[src/rtl/seq_div.sv]
// ============================================================================
//  Module   : seq_div
//  Purpose  : Restoring radix-2 sequential divider, signed or unsigned,
//             one quotient bit per clock, with divide-by-zero and overflow flags.
//  Revision : 1.0  initial release
// ============================================================================
`default_nettype none

module seq_div #(
    parameter int N = 16
) (
    input  logic         clk,
    input  logic         rst_n,
    input  logic         start,
    input  logic         sign,
    input  logic [N-1:0] A,
    input  logic [N-1:0] B,
    output logic         busy,
    output logic         done,
    output logic [N-1:0] Quot,
    output logic [N-1:0] Rem,
    output logic         DivZero,
    output logic         Ofl,
    output logic         Zero,
    output logic         Neg
);

    typedef enum logic [1:0] {
        S_IDLE = 2'd0,
        S_CALC = 2'd1,
        S_FIX  = 2'd2,
        S_DONE = 2'd3
    } state_t;

    localparam logic [3:0] c_LAST_STEP = 4'(N - 1);
    localparam logic [N:0] c_MIN_MAG   = {2'b01, {(N-1){1'b0}}};

    state_t       r_state;
    logic [3:0]   r_cnt;
    logic [N:0]   r_rem;
    logic [N-1:0] r_dvd;
    logic [N:0]   r_dvs;
    logic         r_sgn;
    logic         r_neg_a;
    logic         r_neg_b;
    logic         r_ofl;

    // Magnitudes are formed in N+1 bits so that |-2^(N-1)| stays representable.
    logic         w_a_neg;
    logic         w_b_neg;
    logic [N:0]   w_a_ext;
    logic [N:0]   w_b_ext;
    logic [N:0]   w_mag_a;
    logic [N:0]   w_mag_b;

    assign w_a_neg = sign & A[N-1];
    assign w_b_neg = sign & B[N-1];
    assign w_a_ext = {w_a_neg, A};
    assign w_b_ext = {w_b_neg, B};
    assign w_mag_a = w_a_neg ? ((N+1)'(0) - w_a_ext) : w_a_ext;
    assign w_mag_b = w_b_neg ? ((N+1)'(0) - w_b_ext) : w_b_ext;

    logic [N:0]   w_shift;
    logic [N+1:0] w_trial;
    logic         w_fits;

    assign w_shift = {r_rem[N-1:0], r_dvd[N-1]};
    assign w_trial = {1'b0, w_shift} - {1'b0, r_dvs};
    assign w_fits  = ~w_trial[N+1];

    logic [N-1:0] w_q_fix;
    logic [N-1:0] w_r_fix;

    assign w_q_fix = (r_sgn & (r_neg_a ^ r_neg_b)) ? (N'(0) - r_dvd) : r_dvd;
    assign w_r_fix = (r_sgn & r_neg_a) ? (N'(0) - r_rem[N-1:0]) : r_rem[N-1:0];

    always_ff @(posedge clk) begin
        if (!rst_n) begin
            r_state <= S_IDLE;
            r_cnt   <= '0;
            r_rem   <= '0;
            r_dvd   <= '0;
            r_dvs   <= '0;
            r_sgn   <= 1'b0;
            r_neg_a <= 1'b0;
            r_neg_b <= 1'b0;
            r_ofl   <= 1'b0;
            busy    <= 1'b0;
            done    <= 1'b0;
            Quot    <= '0;
            Rem     <= '0;
            DivZero <= 1'b0;
            Ofl     <= 1'b0;
            Zero    <= 1'b1;
            Neg     <= 1'b0;
        end else begin
            done <= 1'b0;
            case (r_state)
                S_IDLE: begin
                    if (start) begin
                        if (B == '0) begin
                            Quot    <= '1;
                            Rem     <= A;
                            DivZero <= 1'b1;
                            Ofl     <= 1'b0;
                            Zero    <= 1'b0;
                            Neg     <= 1'b1;
                            done    <= 1'b1;
                            r_state <= S_DONE;
                        end else begin
                            r_dvd   <= w_mag_a[N-1:0];
                            r_dvs   <= w_mag_b;
                            r_sgn   <= sign;
                            r_neg_a <= w_a_neg;
                            r_neg_b <= w_b_neg;
                            r_ofl   <= sign && (w_mag_a == c_MIN_MAG) && (B == '1);
                            r_cnt   <= '0;
                            r_rem   <= '0;
                            busy    <= 1'b1;
                            r_state <= S_CALC;
                        end
                    end
                end
                S_CALC: begin
                    // Quotient bits shift into the dividend register as it empties.
                    r_rem   <= w_fits ? w_trial[N:0] : w_shift;
                    r_dvd   <= {r_dvd[N-2:0], w_fits};
                    r_cnt   <= r_cnt + 4'd1;
                    if (r_cnt == c_LAST_STEP) begin
                        r_state <= S_FIX;
                    end
                end
                S_FIX: begin
                    Quot    <= w_q_fix;
                    Rem     <= w_r_fix;
                    DivZero <= 1'b0;
                    Ofl     <= r_ofl;
                    Zero    <= (w_q_fix == '0);
                    Neg     <= w_q_fix[N-1];
                    busy    <= 1'b0;
                    done    <= 1'b1;
                    r_state <= S_DONE;
                end
                default: begin
                    r_state <= S_IDLE;
                end
            endcase
        end
    end

endmodule

`default_nettype wire

[config.mk]
export PLATFORM = sky130hd
export DESIGN_NAME = seq_div
export DESIGN_NICKNAME = d
export VERILOG_FILES = /design/src/rtl/seq_div.sv
export SDC_FILE = /design/constraint.sdc
export NUM_CORES = 1
export LEC_CHECK = 0
export BUFFER_PORTS_ARGS = -buffer_cell sky130_fd_sc_hd__clkbuf_2
export CORE_MARGIN = 1.5
export CORE_UTILIZATION = 50
export DETAILED_ROUTE_END_ITERATION = 7
export PLACE_DENSITY = 0.68
export SLEW_MARGIN = 30
export SYNTH_ARGS = -nofsm -noshare
export SYNTH_HDL_FRONTEND = slang
export SYNTH_SLANG_ARGS = --single-unit
[constraint.sdc]
create_clock -name clk -period 2.8 [get_ports clk]
set_input_delay 0.14 -clock clk [delete_from_list [all_inputs] [get_ports clk]]
set_output_delay 0.14 -clock clk [all_outputs]
set_load 0.01 [all_outputs]
==> metrics.md <==
| Metric | Value |
|---|---|
| Flip-flop and latch count after synthesis | 96 |
| Number of buffers inserted by port buffering | 73 |
| Critical path start-end classification | flip-flop to flip-flop |
| Cell chain of the critical path | ha_1, a21o_1, a211oi_1, a21oi_1, or4_1, nand4_1, o221ai_1 |
| Number of enable-type register cells in the synthesized netlist | 0 |
| Worst skew pair latency | 350 ps |
| Master cell of the clock root buffer | sky130_fd_sc_hd__clkbuf_16 |
| Number of global-route vias before repair | 5583 |
| Period Utilization, post-route | 0.946 |
| Final total negative setup slack | 0 ps |
| CTS tree | yes |
| Effective utilization at floorplan | 0.511 |
| Largest delay share family, worst path | compound AO/OA/AOI/OAI gates |
| Number of antenna repair diodes | 0 |
| Number of nets in the final layout | 950 |
| CTS buffer count | 9 |
| Number of max-cap violations | 0 |
| H-Tree Level Count | 3 |
| Unrepaired setup endpoints after global routing | false |
| Number of warnings issued by yosys | 0 |
| Die Ht | 117 um |
| Largest clock skew in the final design | 7.60 ps |
| Endpoint kind of the worst setup timing path | flip-flop |
| Pin count of the biggest net entering global routing | 64 |
| Total global routing track utilization | 0.283 |
| Max clock buf depth | 2 |
| I/O pin count | 74 |
| Post-synth ARST share | 0 |
| Count of endpoints failing setup in the final report | 0 |
| Cell Pwr Density | 922 nW/um2 |
| Minimum clock period | 2650 ps |
| Largest fanout on the critical path | 8 |
| Number of vias per cell after detailed routing | 6.02 |
| Worst path arrival time | 2870 ps |
| Worst IR Drop VDD | 0.414 mV |
| Global route overflow | 0 |
| Wirelength, routed | 19200 um |
| Initial antenna violation count | 0 |
| Signed area change from the synthesized netlist to the final layout | 12.6% |
| Max Clock Freq | 378 MHz |
| Post-synthesis average cell area | 7.77 um2 |
| Final hold violation count | 0 |
| Final GP Congestion | 0.930 |
| Class of the tightest hold or removal check | input pin to flip-flop |
| Area of the core | 12600 um2 |
| Number of DRC violations after detailed routing | 0 |
| Min-delay src | B[0] |
| TritonRoute pass-1 iters | 6 |
| Number of cells produced by synthesis | 830 |
| Fraction of layout instances using a drive strength above 1 | 0.154 |
| Chip width | 117 um |
| Cell with the largest stage delay on the worst path | sky130_fd_sc_hd__dfxtp_1 |
| Required @ worst endpoint | 3020 ps |
| Post-cts repair resize count | 0 |
| Static Leak | 2.81 nW |
| Sum of net half-perimeters after detailed placement | 14700 um |
| Largest stage delay on the critical path | 530 ps |
| Syn Std Cell Area | 6450 um2 |
| Tightest slew margin relative to the limit | 0.409 |
| Slew at the pin closest to its max-slew limit | 880 ps |
| First-pass GRT wire length | 29600 um |
| Floorplan die area | 13600 um2 |
| CP Buf/Inv Count | 0 |
| Primary flip-flop cell chosen by synthesis mapping | sky130_fd_sc_hd__dfxtp_1 |
| First DRT Iteration DRCs | 555 |
| Sequential fraction of the synthesis area | 0.298 |
| Reg clk slew, reported paths | 70 ps |
| CTS sink cnt | 96 |
| Post-synthesis net count | 894 |
| Start point of the critical path | r_rem[3]$_SDFFE_PN0P_ |
| Worst Setup Start Kind | flip-flop |
| Launching point of the worst reg2reg path | r_rem[3]$_SDFFE_PN0P_ |
| Via count | 6402 |
| Filler Cells Inserted | 1209 |
| Postcts setup bufs | 0 |
| Slew Limit Fails | 0 |
| Post-DR wirelength/cell | 18.0 um |
| Number of hold buffers added after CTS | 0 |
| Core Util, Final | 0.575 |
| Cell Rows | 41 |
| Run status | complete, no violations |
| Power consumption | 6.70 mW |
| Post-synthesis cell type count | 80 |
| Antenna viol nets, final | 0 |
state kept, by name, summed over array words and instances, names as in the netlist:
name / flops
DivZero: 1
Ofl: 1
Quot: 16
Rem: 16
Zero: 1
busy: 1
done: 1
r_cnt: 4
r_dvd: 16
r_dvs: 17
r_neg_a: 1
r_neg_b: 1
r_ofl: 1
r_rem: 16
r_sgn: 1
r_state: 2
cells by family after synthesis:
family          synth area share
fa+ha+maj                 0.0555
buf+inv                   0.0576
flops                      0.298
simple gates               0.216
compound gates             0.270
xor+xnor                  0.0854
mux                       0.0173
tightest hold or removal path, delay by kind of cell:
kind | cells | cell delay (ps)
buffers and inverters | 1 | 120
and+or+nand+nor | 1 | 70
AOI/OAI and AO/OA | 1 | 50
area by class of cell:
class	instances	area, um2	area share
Clock buffer	10	239	0.0329
Clock inverter	6	42.5	0.00586
Inverter	38	143	0.0196
Multi-Input combinational cell	645	4160	0.573
Sequential cell	96	1920	0.265
Tap cell	172	215	0.0296
Timing Repair Buffer	96	538	0.0741
cell usage in the layout (no fill, tap or decap), types with 3 or more instances in the layout:
master,netlist,layout
sky130_fd_sc_hd__dfxtp_1,96,96
sky130_fd_sc_hd__nand2_1,93,93
sky130_fd_sc_hd__nor2_1,79,79
sky130_fd_sc_hd__clkbuf_2,0,73
sky130_fd_sc_hd__a21oi_1,69,69
sky130_fd_sc_hd__inv_1,36,36
sky130_fd_sc_hd__xnor2_1,33,33
sky130_fd_sc_hd__o21ai_1,34,33
sky130_fd_sc_hd__xor2_1,28,28
sky130_fd_sc_hd__ha_1,27,27
sky130_fd_sc_hd__a211oi_1,25,25
sky130_fd_sc_hd__nand3_1,24,24
sky130_fd_sc_hd__buf_4,2,23
sky130_fd_sc_hd__nor3_1,16,16
sky130_fd_sc_hd__a31oi_1,15,15
sky130_fd_sc_hd__o21ai_0,15,15
sky130_fd_sc_hd__o211ai_1,13,13
sky130_fd_sc_hd__nand4_1,12,12
sky130_fd_sc_hd__o31ai_1,11,11
sky130_fd_sc_hd__mux2i_1,10,10
sky130_fd_sc_hd__and2_1,9,9
sky130_fd_sc_hd__o41ai_1,9,9
sky130_fd_sc_hd__clkbuf_16,0,9
sky130_fd_sc_hd__nand2b_1,8,8
sky130_fd_sc_hd__or4_1,8,8
sky130_fd_sc_hd__a21o_1,7,7
sky130_fd_sc_hd__a211o_1,6,6
sky130_fd_sc_hd__or3_1,6,6
sky130_fd_sc_hd__o22ai_1,5,5
sky130_fd_sc_hd__a311oi_1,5,5
sky130_fd_sc_hd__o21a_1,5,5
sky130_fd_sc_hd__or2_2,4,4
sky130_fd_sc_hd__a32o_1,4,4
sky130_fd_sc_hd__o311ai_1,4,4
sky130_fd_sc_hd__nor4_2,3,3
sky130_fd_sc_hd__nor3b_1,3,3
sky130_fd_sc_hd__a31o_1,3,3
sky130_fd_sc_hd__a32oi_1,3,3
final timing paths:
check | to | slack [ps] | depth (start not counted)
worst max-delay path | r_rem[13]$_SDFFE_PN0P_ | 150 | 7
worst min-delay path | r_dvs[0]$_SDFFE_PN0P_ | 90 | 3
worst max register to register | r_rem[13]$_SDFFE_PN0P_ | 150 | 7
worst min register to register | Rem[4]$_SDFFE_PN0P_ | 450 | 2
cells in the mapped netlist, types with 13 or more instances:
library cell               instances  area (um2)
sky130_fd_sc_hd__o21ai_1          34         170
sky130_fd_sc_hd__xor2_1           28         245
sky130_fd_sc_hd__a21oi_1          69         345
sky130_fd_sc_hd__nor2_1           79         297
sky130_fd_sc_hd__dfxtp_1          96        1920
sky130_fd_sc_hd__o211ai_1         13        97.6
sky130_fd_sc_hd__nand2_1          93         349
sky130_fd_sc_hd__a31oi_1          15        93.8
sky130_fd_sc_hd__ha_1             27         338
sky130_fd_sc_hd__clkbuf_1         33         124
sky130_fd_sc_hd__inv_1            36         135
sky130_fd_sc_hd__a211oi_1         25         188
sky130_fd_sc_hd__xnor2_1          33         289
sky130_fd_sc_hd__nand3_1          24         120
sky130_fd_sc_hd__nor3_1           16        80.1
sky130_fd_sc_hd__o21ai_0          15        75.1
per-layer routing:
layer,vias up,share of wire,GRT usage
li1,3135,-,-
met1,2979,0.48,0.411
met2,259,0.43,0.429
met3,29,0.072,0.0431
met4,0,0.023,0.0964
met5,-,0,0
where the power goes:
group | leakage [nW] | switching (mW) | internal (mW) | total (mW)
clock | 0.135 | 0.551 | 0.628 | 1.18
sequential | 0.782 | 0.360 | 1.66 | 2.02
combinational | 1.90 | 2.14 | 1.35 | 3.49
stage by stage:
| step | hold WS, ps | cell area [um2] | cells | worst slack, ps |
|---|---|---|---|---|
| 4_1_cts | 76.3 | 7260 | 1063 | 183 |
| 5_1_grt | 87.7 | 7260 | 1063 | 45.3 |
| 3_5_place_dp | 440 | 6980 | 1047 | 191 |
| 3_3_place_gp | 440 | 6980 | 1047 | 206 |
| 6_report | 86.1 | 7260 | 1063 | 153 |
| 2_1_floorplan | 276 | 6450 | 830 | 530 |
Power figures use the tool's default switching activity.
